File: config.mk
export PLATFORM = sky130hd
export DESIGN_NAME = config_saver
export DESIGN_NICKNAME = d
export VERILOG_FILES = /design/src/rtl/config_saver.sv
export SDC_FILE = /design/constraint.sdc
export NUM_CORES = 1
export LEC_CHECK = 0
export CORE_MARGIN = 2
export CORE_UTILIZATION = 46
export CTS_BUF_LIST = sky130_fd_sc_hd__clkbuf_8
export DETAILED_ROUTE_END_ITERATION = 16
export GPL_ROUTABILITY_DRIVEN = 0
export GPL_TIMING_DRIVEN = 0
export PLACE_DENSITY = 0.9
export SLEW_MARGIN = 20
export SYNTH_ARGS = -nofsm -noshare
export SYNTH_HDL_FRONTEND = slang
export SYNTH_SLANG_ARGS = --single-unit
File: constraint.sdc
create_clock -name clk -period 3 [get_ports clk]
set_input_delay 0.45 -clock clk [delete_from_list [all_inputs] [get_ports clk]]
set_output_delay 0.45 -clock clk [all_outputs]
set_load 0.02 [all_outputs]
File: src/rtl/config_saver.sv
// Autosave of the live video settings byte to the SRAM config location.
// It borrows the SRAM bus from the core, writes the byte, then reads it back to verify it.
//
// state   | meaning
// IDLE    | transparent passthrough, waiting for a settings change
// REQ     | hold_req raised, waiting for the core's grant
// SETUP   | address and data driven, strobes inactive
// WRITE   | write strobe low for WE_CYCLES clocks
// RECOVER | write strobe released, data still driven
// READ    | output enable low for RD_CYCLES clocks, capture on the last one
// CHECK   | compare the read-back byte, then retry or finish
// DONE    | verified: update last_saved, pulse save_done
// ERR     | retries exhausted: set save_err, give up on this value
module config_saver #(
  parameter logic [19:0] CFG_ADDR  = 20'h08FD5,
  parameter int          WE_CYCLES = 4,
  parameter int          RD_CYCLES = 2,
  parameter int          MAX_RETRY = 3
) (
  input  logic        clk,
  input  logic        rst,
  input  logic        pwon_reset,
  input  logic        save_en,
  input  logic        vga_on,
  input  logic        scanlines_off,
  output logic        hold_req,
  input  logic        hold_ack,
  input  logic [20:0] core_addr_in,
  input  logic        core_we_n_in,
  input  logic        core_oe_n_in,
  input  logic [7:0]  core_data_in,
  output logic [20:0] sram_addr_out,
  output logic        sram_we_n_out,
  output logic        sram_oe_n_out,
  output logic [7:0]  sram_data_out,
  input  logic [7:0]  sram_data_from_chip,
  output logic        busy,
  output logic        save_done,
  output logic        save_err
);

  typedef enum logic [3:0] {
    IDLE, REQ, SETUP, WRITE, RECOVER, READ, CHECK, DONE, ERR
  } state_t;

  localparam logic [3:0] WE_LOAD   = 4'(WE_CYCLES - 1);
  localparam logic [3:0] RD_LOAD   = 4'(RD_CYCLES - 1);
  localparam logic [3:0] RETRY_LIM = 4'(MAX_RETRY);

  state_t      state;
  logic [3:0]  cnt;
  logic [2:0]  retry;
  logic        armed;
  logic [7:0]  last_saved;
  logic [7:0]  wr_byte;
  logic [7:0]  rd_byte;
  logic [7:0]  cfg;
  logic        dirty;
  logic        on_bus;
  logic        owning;

  assign cfg    = {6'b0, ~scanlines_off, vga_on};
  assign dirty  = armed & save_en & ~pwon_reset & (cfg != last_saved);
  assign on_bus = (state == SETUP) || (state == WRITE) || (state == RECOVER) ||
                  (state == READ)  || (state == CHECK);
  assign owning = hold_ack & on_bus;
  assign busy   = (state != IDLE);

  // Passthrough is combinational so a withdrawn grant hands the bus back immediately.
  always_comb begin
    sram_addr_out = core_addr_in;
    sram_we_n_out = core_we_n_in;
    sram_oe_n_out = core_oe_n_in;
    sram_data_out = core_data_in;
    if (owning) begin
      sram_addr_out = {1'b0, CFG_ADDR};
      sram_we_n_out = (state != WRITE);
      sram_oe_n_out = (state != READ);
      sram_data_out = wr_byte;
    end
  end

  always_ff @(posedge clk or posedge rst) begin
    if (rst) begin
      state      <= IDLE;
      cnt        <= 4'd0;
      retry      <= 3'd0;
      armed      <= 1'b0;
      last_saved <= 8'd0;
      wr_byte    <= 8'd0;
      rd_byte    <= 8'd0;
      hold_req   <= 1'b0;
      save_done  <= 1'b0;
      save_err   <= 1'b0;
    end else begin
      save_done <= 1'b0;
      // Arming snapshots the value the power-on read just restored, so nothing is saved at boot.
      if (!armed && !pwon_reset) begin
        armed      <= 1'b1;
        last_saved <= cfg;
      end
      case (state)
        IDLE: begin
          hold_req <= 1'b0;
          if (dirty) state <= REQ;
        end
        REQ: begin
          hold_req <= 1'b1;
          if (hold_ack) begin
            wr_byte <= cfg;
            state   <= SETUP;
          end
        end
        SETUP, WRITE, RECOVER, READ, CHECK: begin
          hold_req <= 1'b1;
          if (!hold_ack) begin
            state <= REQ;
          end else begin
            case (state)
              SETUP: begin
                cnt   <= WE_LOAD;
                state <= WRITE;
              end
              WRITE: begin
                if (cnt == 4'd0) state <= RECOVER;
                else cnt <= cnt - 4'd1;
              end
              RECOVER: begin
                cnt   <= RD_LOAD;
                state <= READ;
              end
              READ: begin
                if (cnt == 4'd0) begin
                  rd_byte <= sram_data_from_chip;
                  state   <= CHECK;
                end else begin
                  cnt <= cnt - 4'd1;
                end
              end
              CHECK: begin
                if (rd_byte == wr_byte) begin
                  state <= DONE;
                end else begin
                  retry <= retry + 3'd1;
                  if (({1'b0, retry} + 4'd1) < RETRY_LIM) state <= SETUP;
                  else state <= ERR;
                end
              end
              default: ;
            endcase
          end
        end
        DONE: begin
          hold_req   <= 1'b0;
          save_done  <= 1'b1;
          save_err   <= 1'b0;
          retry      <= 3'd0;
          last_saved <= wr_byte;
          state      <= IDLE;
        end
        ERR: begin
          hold_req   <= 1'b0;
          save_err   <= 1'b1;
          retry      <= 3'd0;
          last_saved <= wr_byte;
          state      <= IDLE;
        end
        default: state <= IDLE;
      endcase
    end
  end

endmodule

== Word level (Yosys, flattened, before mapping) ==
Cells that the tools add are included.

* Register bits after elaboration: 33
* Latch bits: 0
* Bits in writable memories: 0
* Bits in read-only memories: 0
* Output and inout port bits: 35
* Memories: 0

* $add $sub $neg: 3
* Multiply operators: 0
* Div/mod/pow operators: 0
* Order comparisons: 1
* Equal/unequal tests: 21
* Shift-type cells: 0
* Muxes and demuxes: 24
* Bitwise gates (word level): 6
* Reduce and logical (&&, ||, !) cells: 25

{| class="wikitable"
|+ Operator list
! cell !! number
|-
| $mux W4 || 8
|-
| $mux W8 || 3
|-
| $pmux W4 S3 || 2
|-
| $mux W21 || 1
|-
| $pmux W4 S5 || 1
|-
| $eq A4 B3 Y1 const B || 4
|-
| $ne A2 B2 Y1 const B || 6
|-
| $reduce_and A4 Y1 || 3
|-
| $mux W3 || 3
|-
| $eq A4 B2 Y1 const B || 2
|-
| $eq A8 B2 Y1 || 1
|-
| $logic_not A4 Y1 || 2
|-
| $ne A2 B8 Y1 || 1
|-
| $ne A4 B4 Y1 const B || 2
|-
| $reduce_bool A2 Y1 || 4
|-
| $ne A7 B7 Y1 const B || 1
|-
| $pmux W3 S2 || 1
|-
| $reduce_or A6 Y1 || 1
|-
| $reduce_and A5 Y1 || 1
|-
| $reduce_or A5 Y1 || 1
|-
| $add A3 B1 Y4 const B || 1
|-
| $and A1 B1 Y1 || 4
|-
| $eq A4 B1 Y1 const B || 1
|-
| $eq A4 B4 Y1 const B || 1
|-
| other kinds (16) || 25
|}

== Longest topological paths before layout ==
* Word-level depth: 7
* Gate-level depth with buffers: 7
* Gate-level depth less buffers: 7

== Worst setup path before layout ==
Ideal clock, no wire load.

* Kind: register to output
* From: register state[3]
* To: output sram_data_out[0]
* Arrival time: 1.511 ns
* Path slack: 1.039 ns
* Stages on the path, launching flop included: 7
* Path through: dfrtp_1 > clkbuf_2 > inv_2 > nand2_4 > a211oi_2 > buf_4 > mux2_2

* Longest elaborated chain between the ends: 7

{| class="wikitable"
|+ Ends and longest elaborated chain
! element !! line !! text
|-
| start, declared || 50 || <nowiki>state_t state;</nowiki>
|-
| start signal, assigned || 85 || <nowiki>state <= IDLE;</nowiki>
|-
| start signal, assigned || 105 || <nowiki>if (dirty) state <= REQ;</nowiki>
|-
| start signal, assigned || 111 || <nowiki>state <= SETUP;</nowiki>
|-
| $eq A4 B2 Y1 || 64 || <nowiki>assign on_bus = (state == SETUP) || (state == WRITE) || (state == RECOVER) ||</nowiki>
|-
| $logic_or A1 B1 Y1 (3 in series) || 64 ||
|-
| $logic_or A1 B1 Y1 (*) || 65 || <nowiki>(state == READ) || (state == CHECK);</nowiki>
|-
| $and A1 B1 Y1 (*) || 66 || <nowiki>assign owning = hold_ack & on_bus;</nowiki>
|-
| $mux W8 (*) || 75 || <nowiki>if (owning) begin</nowiki>
|-
| end, declared || 35 || <nowiki>output logic [7:0] sram_data_out,</nowiki>
|}

Every way passes the cells marked *; elsewhere a longest branch is shown, timed or not.

== Worst setup path in the final report ==
Same ends and word-level chain as after synthesis.

==> results.ini <==
[cells_and_area]
drive_gt1_share_pct = 16.19
multi_input_area_mm2 = 0.001030
instances_no_fill = 326
fill_cells = 287
seq_area_um2 = 675.6
synthToLayoutAreaGrowth_pct = 50.28
fin_util_pct = 72.90
finish.net_count = 329
diodes = 0

[synthesis]
seq_area_frac_synth_pct = 37.76
synthTopCellsByArea = dfrtp_1 (38%), mux2_2 (6.9%), nor2b_1 (5.9%), o21ai_0 (4.2%), or2_2 (3.5%)
synth_seq_cells = 27
syn-cell-area_mm2 = 0.001789
syn_area_per_cell_um2 = 9.175
synth_nets = 245
synth_async_sr_flop_share_pct = 100.0
ys_warn_count = 0
yosysTopAreaCell = dfrtp_1
yosysUniqueCellTypes = 49
synth_edf_count = 0
synth_top_area_share_pct = 37.76
synth_top_flop_cell = dfrtp_1
netlist_instances = 195

[place]
port_buffers = 79
pre_cts_ws_ns = 0.3956
dp_hpwl_mm = 3.695
place_inst = 322

[pwr]
switching_share_pct = 40.55
intPower_mw = 0.9533
p_leak_nw = 1.154
power_frac_seq_pct = 31.7
peakVddDrop_uv = 362.3
pwr-share-comb_pct = 55.5
p_switching_mw = 0.6503
pwr-share-clk_pct = 12.8
finalPower_mw = 1.604
power.density_mw_per_mm2 = 596.4

[run_status]
status = finished, final reports clean

[global_routing]
grt_pass1_vias = 1666
grt_max_degree = 28
overflow = 0
grtUsageTotal_pct = 21.93
grt_pass1_wl_mm = 7.527
antenna_found_initial = 0

[route]
ant_nets = 0
num_vias = 1739
wl_met2_mm = 2.430
wl_met3_um = 439
wl_met1_mm = 1.719
drt_first_pass_iters = 4
drt_iter0_markers = 82
routed_via_density = 5.334
wl_mm = 4.638
top_layer_used = met4
wl_per_cell_um = 14.23
drc = 0

[clock_tree]
numCtsBuffers = 3
path_clk_slew_ns = 0.09
htreeDepth = 1
clock_latency_ns = 0.27
cts-root-buf = clkbuf_8
cts.sink_count = 27
cts_tree = done
cts_hold_buf = 0
ctsLongestPathBuffers = 2

[floorplan]
num_rows = 22
die-height_um = 66.37
io_pins = 81
dieArea_mm2 = 0.004404
start_util_pct = 48.51
die_w_um = 66.37
core_mm2 = 0.003689

[setup_path]
cp.arrival_ns = 2.42
path_class = reg2out
cp_data_required_time_ns = 2.55
worstPathMaxFanout = 10
critPathLaunchType = flop
cp-end-kind = output pin

[job]
cap_violations = 0

[sta]
skew_ns = 0.002212
relSlewSlack_pct = 37.56
drv_slew = 0
fin_crit_sh_pct = 95.78
setup_tns_ns = 0
setup_ws_ns = 0.1267
setup_viol = 0
tightestPinTransition_ns = 0.9308
max_clock_freq_ghz = 0.3480
timing.final.hold_violations = 0
fin_crit_ns = 2.873

[hold_path]
hp-class = reg2reg

[cells by family after synthesis]
logic type               share of synthesized area, %
AND/OR/NAND/NOR                                 27.62
AO/OA/AOI/OAI                                   16.64
flip-flops                                      37.76
buffers and inverters                           4.685
multiplexers                                    8.042
XOR/XNOR                                        2.448
adder cells (fa/ha/maj)                         2.797
[registers in the layout, indices dropped and copies added, names as in the netlist]
register    cells
last_saved      2
save_done       1
state           4
armed           1
wr_byte         2
rd_byte         8
retry           3
save_err        1
cnt             4
hold_req        1
[synth_stat cells (all sizes together), types with 2 or more instances]
| library cell | number |
|---|---|
| mux2 | 11 |
| nor2 | 15 |
| o31ai | 2 |
| o211ai | 2 |
| nand2 | 14 |
| nor3b | 2 |
| nor4 | 2 |
| ha | 4 |
| a211oi | 2 |
| inv | 6 |
| a21oi | 11 |
| a21o | 2 |
| nor3 | 6 |
| nor2b | 17 |
| xor2 | 2 |
| o22a | 3 |
| xnor2 | 3 |
| mux2i | 2 |
| a31oi | 3 |
| dfrtp | 27 |
| a21boi | 2 |
| nand3 | 4 |
| or3 | 5 |
| o21ai | 17 |
| or2 | 10 |
| buf | 8 |
| nand2b | 3 |
[metal layers]
metal | vias up | track usage [%]
li1 | 855 | -
met1 | 798 | 25.92
met2 | 79 | 39.88
met3 | 7 | 4.770
met4 | 0 | 5.612
met5 | - | 0
[path summary, 6_finish.rpt]
check                      startpoint                to  slack, ns  depth (start not counted)
max                          state[3]  sram_data_out[0]       0.13                          7
min                             armed             armed       0.50                          1
max reg2reg                    cnt[0]        rd_byte[0]       1.19                          6
min reg2reg                     armed             armed       0.50                          1
max in group asynchronous         rst            cnt[2]       1.99                          2
min in group asynchronous         rst        rd_byte[3]       0.58                          2
[metrics by stage]
| stage | cell area, um^2 | hold WS [ns] |
|---|---|---|
| 6_report | 2689 | 0.5002 |
| 3_5_place_dp | 2640 | 0.4804 |
| 3_3_place_gp | 2640 | 0.4742 |
| 5_1_grt | 2689 | 0.5282 |
| 2_1_floorplan | 1789 | 0.4575 |
| 4_1_cts | 2686 | 0.5034 |
[critical path, cell delays in order (launching register included)]
cell and delay [ns]:
dfrtp_1 0.37, clkbuf_2 0.19, inv_4 0.16, nand2_4 0.11
a211oi_2 0.23, buf_4 0.20, mux2_2 0.34, clkdlybuf4s50_1 0.54
[power by group through the flow]
| stage | Clock (mW) | Combinational (mW) | Sequential [mW] |
|---|---|---|---|
| after CTS | 0.210 | 0.896 | 0.506 |
| final | 0.206 | 0.889 | 0.508 |
| after global routing | 0.225 | 0.981 | 0.519 |
| after detailed placement | 0 | 0.889 | 0.515 |
| after floorplan | 0 | 0.556 | 0.502 |
| after global placement | 0 | 0.871 | 0.510 |
[repair_timing]
item                       CTS  global route
setup endpoints to repair    0            12
buffers inserted             0             0
gates resized for setup      0             1
[cell type report]
type,count,area share (%)
inverters,6,0.9307
plain buffers,9,2.280
clock buffers,3,1.536
multi-input cells,153,38.30
flip-flops and latches,27,25.13
repair buffers,79,29.41
clock inverters,1,0.1861
well taps,48,2.234
[layout by cell type (no fill, tap or decap), types with 5 or more instances in the layout]
master | netlist | layout
nor2b_1 | 17 | 17
clkdlybuf4s50_1 | 0 | 79
nor2_1 | 15 | 15
mux2_2 | 11 | 11
o21ai_0 | 15 | 15
a21oi_1 | 11 | 11
dfrtp_1 | 27 | 27
or3_1 | 5 | 5
nand2_1 | 12 | 12
or2_2 | 10 | 10
Power figures use the tool's default switching activity.
